[src/rtl/servant_uart_tx.sv]
`default_nettype none
// +----------------------------------------------------------------------------+
// | servant_uart_tx: Wishbone byte-write UART transmitter (8N1) with TX FIFO  |
// | Revision: 1.0                                                              |
// +----------------------------------------------------------------------------+
module servant_uart_tx #(
    parameter int CLKS_PER_BIT = 868,
    parameter int DEPTH        = 4
) (
    input  logic        i_wb_clk,
    input  logic        i_wb_rst_n,
    input  logic        i_wb_adr,
    input  logic [31:0] i_wb_dat,
    input  logic [3:0]  i_wb_sel,
    input  logic        i_wb_we,
    input  logic        i_wb_cyc,
    output logic [31:0] o_wb_rdt,
    output logic        o_wb_ack,
    output logic        o_tx
);

    localparam int c_AW = $clog2(DEPTH);
    localparam int c_CW = $clog2(CLKS_PER_BIT);
    localparam logic [c_CW-1:0] c_CNT_MAX = c_CW'(CLKS_PER_BIT - 1);
    localparam logic [c_AW:0]   c_DEPTH   = (c_AW+1)'(DEPTH);

    typedef enum logic [1:0] {
        S_IDLE  = 2'd0,
        S_START = 2'd1,
        S_DATA  = 2'd2,
        S_STOP  = 2'd3
    } state_t;

    state_t          r_state, w_state_nxt;
    logic [c_CW-1:0] r_cnt, w_cnt_nxt;
    logic [2:0]      r_idx, w_idx_nxt;
    logic [7:0]      r_shift, w_shift_nxt;
    logic            r_tx, w_tx_nxt;
    logic            w_pop;

    logic [7:0]      r_mem [DEPTH];
    logic [c_AW:0]   r_wptr, r_rptr;
    logic            r_ack, r_ovf;
    logic [31:0]     r_rdt, w_status;

    logic [c_AW:0]   w_level;
    logic            w_full, w_empty, w_req, w_wr_data, w_push, w_clr_ovf;
    logic            w_unused;

    assign w_unused  = &{1'b0, i_wb_dat[31:8], i_wb_sel[3:1]};

    assign w_level   = r_wptr - r_rptr;
    assign w_full    = (w_level == c_DEPTH);
    assign w_empty   = (w_level == '0);
    assign w_req     = i_wb_cyc & ~r_ack;
    assign w_wr_data = w_req & i_wb_we & ~i_wb_adr & i_wb_sel[0];
    assign w_push    = w_wr_data & ~w_full;
    assign w_clr_ovf = w_req & i_wb_we & i_wb_adr & i_wb_dat[3];

    always_comb begin
        w_status             = 32'h0;
        w_status[0]          = (r_state != S_IDLE);
        w_status[1]          = w_full;
        w_status[2]          = w_empty;
        w_status[3]          = r_ovf;
        w_status[8 +: c_AW+1] = w_level;
    end

    // Bus side: ack, read data, overflow flag and FIFO write pointer
    always_ff @(posedge i_wb_clk or negedge i_wb_rst_n) begin
        if (!i_wb_rst_n) begin
            r_ack  <= 1'b0;
            r_rdt  <= 32'h0;
            r_ovf  <= 1'b0;
            r_wptr <= '0;
            r_rptr <= '0;
        end else begin
            r_ack <= w_req;
            r_rdt <= (w_req && !i_wb_we && i_wb_adr) ? w_status : 32'h0;
            if (w_wr_data && w_full)
                r_ovf <= 1'b1;
            else if (w_clr_ovf)
                r_ovf <= 1'b0;
            if (w_push)
                r_wptr <= r_wptr + 1'b1;
            if (w_pop)
                r_rptr <= r_rptr + 1'b1;
        end
    end

    always_ff @(posedge i_wb_clk) begin
        if (w_push)
            r_mem[r_wptr[c_AW-1:0]] <= i_wb_dat[7:0];
    end

    always_ff @(posedge i_wb_clk or negedge i_wb_rst_n) begin
        if (!i_wb_rst_n) begin
            r_state <= S_IDLE;
            r_cnt   <= '0;
            r_idx   <= 3'd0;
            r_shift <= 8'h0;
            r_tx    <= 1'b1;
        end else begin
            r_state <= w_state_nxt;
            r_cnt   <= w_cnt_nxt;
            r_idx   <= w_idx_nxt;
            r_shift <= w_shift_nxt;
            r_tx    <= w_tx_nxt;
        end
    end

    // Pops only look at pre-edge emptiness, so a same-edge push is never seen here
    always_comb begin
        w_state_nxt = r_state;
        w_cnt_nxt   = r_cnt;
        w_idx_nxt   = r_idx;
        w_shift_nxt = r_shift;
        w_pop       = 1'b0;
        case (r_state)
            S_IDLE: begin
                if (!w_empty) begin
                    w_pop       = 1'b1;
                    w_shift_nxt = r_mem[r_rptr[c_AW-1:0]];
                    w_state_nxt = S_START;
                    w_cnt_nxt   = '0;
                end
            end
            S_START: begin
                if (r_cnt == c_CNT_MAX) begin
                    w_state_nxt = S_DATA;
                    w_cnt_nxt   = '0;
                    w_idx_nxt   = 3'd0;
                end else begin
                    w_cnt_nxt = r_cnt + 1'b1;
                end
            end
            S_DATA: begin
                if (r_cnt == c_CNT_MAX) begin
                    w_cnt_nxt   = '0;
                    w_shift_nxt = {1'b0, r_shift[7:1]};
                    if (r_idx == 3'd7)
                        w_state_nxt = S_STOP;
                    else
                        w_idx_nxt = r_idx + 1'b1;
                end else begin
                    w_cnt_nxt = r_cnt + 1'b1;
                end
            end
            S_STOP: begin
                if (r_cnt == c_CNT_MAX) begin
                    w_cnt_nxt = '0;
                    if (!w_empty) begin
                        w_pop       = 1'b1;
                        w_shift_nxt = r_mem[r_rptr[c_AW-1:0]];
                        w_state_nxt = S_START;
                    end else begin
                        w_state_nxt = S_IDLE;
                    end
                end else begin
                    w_cnt_nxt = r_cnt + 1'b1;
                end
            end
            default: w_state_nxt = S_IDLE;
        endcase
    end

    // Line level registered from the next state so o_tx is glitch-free
    always_comb begin
        w_tx_nxt = 1'b1;
        case (w_state_nxt)
            S_START: w_tx_nxt = 1'b0;
            S_DATA:  w_tx_nxt = w_shift_nxt[0];
            default: w_tx_nxt = 1'b1;
        endcase
    end

    assign o_wb_ack = r_ack;
    assign o_wb_rdt = r_rdt;
    assign o_tx     = r_tx;

endmodule
`default_nettype wire

[config.mk]
export PLATFORM = sky130hd
export DESIGN_NAME = servant_uart_tx
export DESIGN_NICKNAME = d
export VERILOG_FILES = /design/src/rtl/servant_uart_tx.sv
export SDC_FILE = /design/constraint.sdc
export NUM_CORES = 1
export LEC_CHECK = 0
export ABC_AREA = 0
export CAP_MARGIN = 40
export CORE_UTILIZATION = 51
export CTS_CLUSTER_DIAMETER = 60
export CTS_CLUSTER_SIZE = 40
export DETAILED_ROUTE_END_ITERATION = 10
export PLACE_DENSITY = 0.8
export SETUP_SLACK_MARGIN = 0.02
export SKIP_LAST_GASP = 1
export SLEW_MARGIN = 10
export SYNTH_ARGS = -nofsm -noshare
export SYNTH_HDL_FRONTEND = slang
export SYNTH_SLANG_ARGS = --single-unit
[constraint.sdc]
create_clock -name i_wb_clk -period 3.3 [get_ports i_wb_clk]
set_input_delay 0.99 -clock i_wb_clk [delete_from_list [all_inputs] [get_ports i_wb_clk]]
set_output_delay 0.99 -clock i_wb_clk [all_outputs]
set_load 0.05 [all_outputs]
; Word-level counts from Yosys, hierarchy flattened
; Memory sizes are Yosys's and may differ from the RTL's.
; Index checks and enable logic that the tools add are counted.
; W data, S select, Z words.
[classes]
addsub = 5
n_eq_ne = 13
n_mux = 27
bitwise_logic = 10
n_reduce_logical = 13
[ops]
columns = operator, count
row1 = $mux W8, 3
row2 = $pmux W8 S3, 1
row3 = $mux W10, 2
row4 = $pmux W10 S2, 1
row5 = $mux W11, 1
row6 = $add A10 B1 Y10 const B, 1
row7 = $eq A10 B10 Y1 const B, 1
row8 = $mux W2, 5
row9 = $ne A2 B2 Y1 const B, 5
row10 = $add A3 B1 Y3 const B, 3
row11 = $mux W3, 3
row12 = $pmux W2 S4, 1
row13 = $and A1 B1 Y1, 7
row14 = $mux W1, 7
row15 = $eq A2 B2 Y1 const B, 3
row16 = $eq A3 B3 Y1 const B, 2
row17 = $pmux W3 S2, 1
row18 = $reduce_bool A2 Y1, 3
row19 = $eq A2 B1 Y1 const B, 2
row20 = $pmux W1 S2, 2
row21 = $reduce_and A4 Y1, 1
row22 = $logic_and A1 B1 Y1, 3
row23 = $logic_not A3 Y1, 1
row24 = $not A1 Y1, 3
row25 = 6 further kinds, 6
[totals]
ff_bits = 43
mem_bits_rw = 32
inputBits = 41
output_inout_bits = 34
elab_cells = 80
n_memories = 1
[memory_table]
columns = memory, depth, word_bits, read_ports, rd_ports_with_merged_regs, write_ports, line
row1 = r_mem, 4, 8, 1, 0, 1, 41  ; logic [7:0] r_mem [DEPTH];

; Logic depth before layout (Yosys ltp)
[logic_depth]
word_depth = 8
ltp_mapped = 10
depth_no_buf = 8

; Worst setup path after synthesis
; Ideal clock, no wire load.
[synth_timing]
kind = register to register
from = register r_wptr[0]
to = memory r_mem[3][0], enable pin
setup_time_ps = 339
t_arrival_ps = 2089
required_time_ps = 2961
setup_slack_ps = 872
stages_incl_launch_ff = 8
path_buffers = 1
synth_period_minus_slack_ps = 2428
cell_sequence = dfrtp_1 -> inv_1 -> ha_1 -> fa_1 -> and2_1 -> clkbuf_1 -> a21oi_1 -> and2_1
[synth_between]
elab_chain_cells = 6
[synth_rtl]
columns = element, line
row1 = "start, declared", 42  ; logic [c_AW:0] r_wptr, r_rptr;
row2 = "start signal, assigned", 85  ; r_wptr <= r_wptr + 1'b1;
row3 = $sub A3 B3 Y3, 52  ; assign w_level = r_wptr - r_rptr;
row4 = $eq A3 B3 Y1, 53  ; assign w_full = (w_level == c_DEPTH);
row5 = $not A1 Y1, 57  ; assign w_push = w_wr_data & ~w_full;
row6 = $and A1 B1 Y1, 57
row7 = $mux W1, 92  ; if (w_push)
row8 = $mux W1 (not written as such), 93  ; r_mem[r_wptr[c_AW-1:0]] <= i_wb_dat[7:0];
row9 = "end, declared", 41
; Parallel ways exist; a longest one is shown, timed or not.

; Final worst setup path
[layout_timing]
from = register r_wptr[0]
to = memory r_mem[1][4], enable pin
; Same word-level chain as after synthesis.

==> results.cfg <==
[sta]
finalWorstSetupSlack_ps = 614
slew_violations = 0
fin_skew_ps = 8.35
setup_violations = 0
fin_crit_sh = 0.814
fin_setup_tns_ps = 0
worst_pin_slew_ps = 603
grt_setup_unrepaired = no
relSlewSlack = 0.597
hold_viol_final = 0
post-route-min-period_ps = 2690
max_freq_ghz = 0.372

[power]
power.density_mw_per_mm2 = 775
vdd_drop_max_v = 0.000417
power_w = 0.00308
p_leak_nw = 1.62

[cts]
clock-root-buffer = clkbuf_8
clock_latency_ps = 350
path_clk_slew_ps = 80
cts_buffers = 9
cts_resized = 0
clock-sinks = 71
clk_path_buf_depth = 2
cts_hold_buf = 0
htreeDepth = 3
cts_setup_buffers = 0
cts_tree = yes

[global_routing]
grt_pass1_vias = 2150
grt_max_degree = 24
gr-usage-all-layers = 0.183
grt_overflow = 0
grt_pass1_wl_um = 10100
antenna_found_initial = 0

[floorplanning]
start_util = 0.526
io_pins = 75
die_h_um = 85.7
die_x_um = 85.7
die-area_mm2 = 0.00735
rows = 30
coreArea_mm2 = 0.00679

[layout]
drive_gt1_frac = 0.161
final_nets = 362
synthToLayoutAreaGrowth_pct = 11.3
num-fill-cells = 530
diodes = 0

[min_path]
min_path_type = reg -> reg

[placement]
gp_congestion = 0.748
dp_slack_ps = 259
dp_hpwl_um = 4400
port_buffers = 22

[synthesis]
async_reset_ff_frac = 0.549
yosysWarnings = 0
synth_ff_type = dfrtp_1
syn-cell-area_mm2 = 0.00357
ys_types = 58
synth_area_leaders = edfxtp_1 (27%), dfrtp_1 (27%), buf_4 (5.5%), mux4_2 (5.0%), ha_1 (4.9%)
synth_top_area_cell = edfxtp_1
yosys.area.top_type_share = 0.269
avgSynthCellArea_um2 = 12.6
ys_seq_elements = 71
yosysSeqAreaShare = 0.542
synth_edf_count = 32
synth_cells = 283

[drt]
routedWlPerCell_um = 15.0
dr.pass1.iters = 4
first_iter_violations = 153
drtAntennaViolNets = 0
post-route-drc-count = 0
wirelength_um = 6090
vias = 2169
vias_per_cell = 5.33

[worst_setup_path]
path_buf_inv = 1
crit_path_end_kind = flip-flop
critical-path-max-stage-delay_ps = 480
worstPathRequired_ps = 3310
crit_top_cell = and2_1
start_kind = flip-flop
crit_family = simple AND/OR/NAND/NOR gates
crit_path_top_delay_cell = fa_1
cp_max_fo = 8
arrival_ps = 2700
worstPathCellList = inv_1 -> ha_1 -> fa_1 -> and2_1 -> a21oi_1 -> and2_1
crit_type = reg -> reg

[run_status]
status = finished clean

[flow_run]
maxCapViolCount = 0
[registers in the layout, indices dropped and copies added (netlist names)]
register  count
r_mem        32
r_shift       8
r_state       2
o_tx          1
r_cnt        10
r_idx         3
r_ovf         1
o_wb_rdt      7
r_wptr        3
o_wb_ack      1
r_rptr        3
[kinds of logic after synthesis]
group	share of synthesized area
and+or+nand+nor	0.123
adders and majority gates	0.0546
other	0.00105
buffers and inverters	0.0763
muxes	0.0753
DFF	0.542
AOI/OAI and AO/OA	0.0875
xor gates and xnor gates	0.0403
[layout make-up]
cell class	count	area, um^2	share of cell area
sequential	71	1940	0.487
multi-input combinational	193	1450	0.365
timing repair buffer	25	258	0.0648
clock buffer	9	124	0.0311
tap	96	120	0.0302
clock inverter	7	62.6	0.0157
inverter	6	22.5	0.00566
[metrics by stage]
stage	hold WS [ps]	std cells	util	instance area (um^2)
3_3_place_gp	439	390	0.554	3760
5_1_grt	495	407	0.585	3980
2_1_floorplan	462	307	-	3660
6_report	461	407	0.585	3980
4_1_cts	467	407	0.585	3980
3_5_place_dp	455	391	0.558	3790
[final timing paths]
path / start / end / slack [ps] / cells past startpoint
min reg2reg: o_wb_ack / o_wb_ack / 460 / 1
min: o_wb_ack / o_wb_ack / 460 / 1
min in group asynchronous: i_wb_rst_n / r_cnt[4] / 570 / 1
max in group asynchronous: i_wb_rst_n / r_shift[6] / 2270 / 2
max: r_wptr[0] / r_mem[1][4] / 610 / 6
max reg2reg: r_wptr[0] / r_mem[1][4] / 610 / 6
[Yosys cell counts (3+ instances only)]
cell,instances
a21oi_1,3
a22o_1,3
a22oi_1,6
and2_1,5
and3_1,3
buf_2,4
buf_4,26
clkbuf_1,4
dfrtp_1,38
edfxtp_1,32
ha_1,14
inv_1,6
mux2_2,7
mux4_2,8
nand2_1,23
nand4_1,5
nor2_1,21
nor2_2,3
nor3_1,3
o21ai_0,16
xnor2_1,4
xor2_1,7
[where the power goes]
group / leakage (nW) / internal [W] / total [W] / switching [W]
clock network: 0.0927 / 0.000288 / 0.000649 / 0.000361
registers: 0.805 / 0.00104 / 0.00115 / 0.000112
logic: 0.718 / 0.000544 / 0.00128 / 0.000736
[placed cells by master (no fill, tap or decap), drive strengths merged, types with 7 or more instances in the layout]
cell	count
clkbuf	9
clkdlybuf4s50	21
conb	25
dfrtp	38
edfxtp	32
ha	14
inv	10
mux2	7
mux4	8
nand2	24
nor2	24
o21ai	16
xor2	7
[per-layer routing]
metal	track usage	wire length (um)
met5	0	0
met4	0.0606	63
met3	0.0549	201
met2	0.313	3260
met1	0.222	2570
No activity file was read; power rests on OpenSTA's default activity.
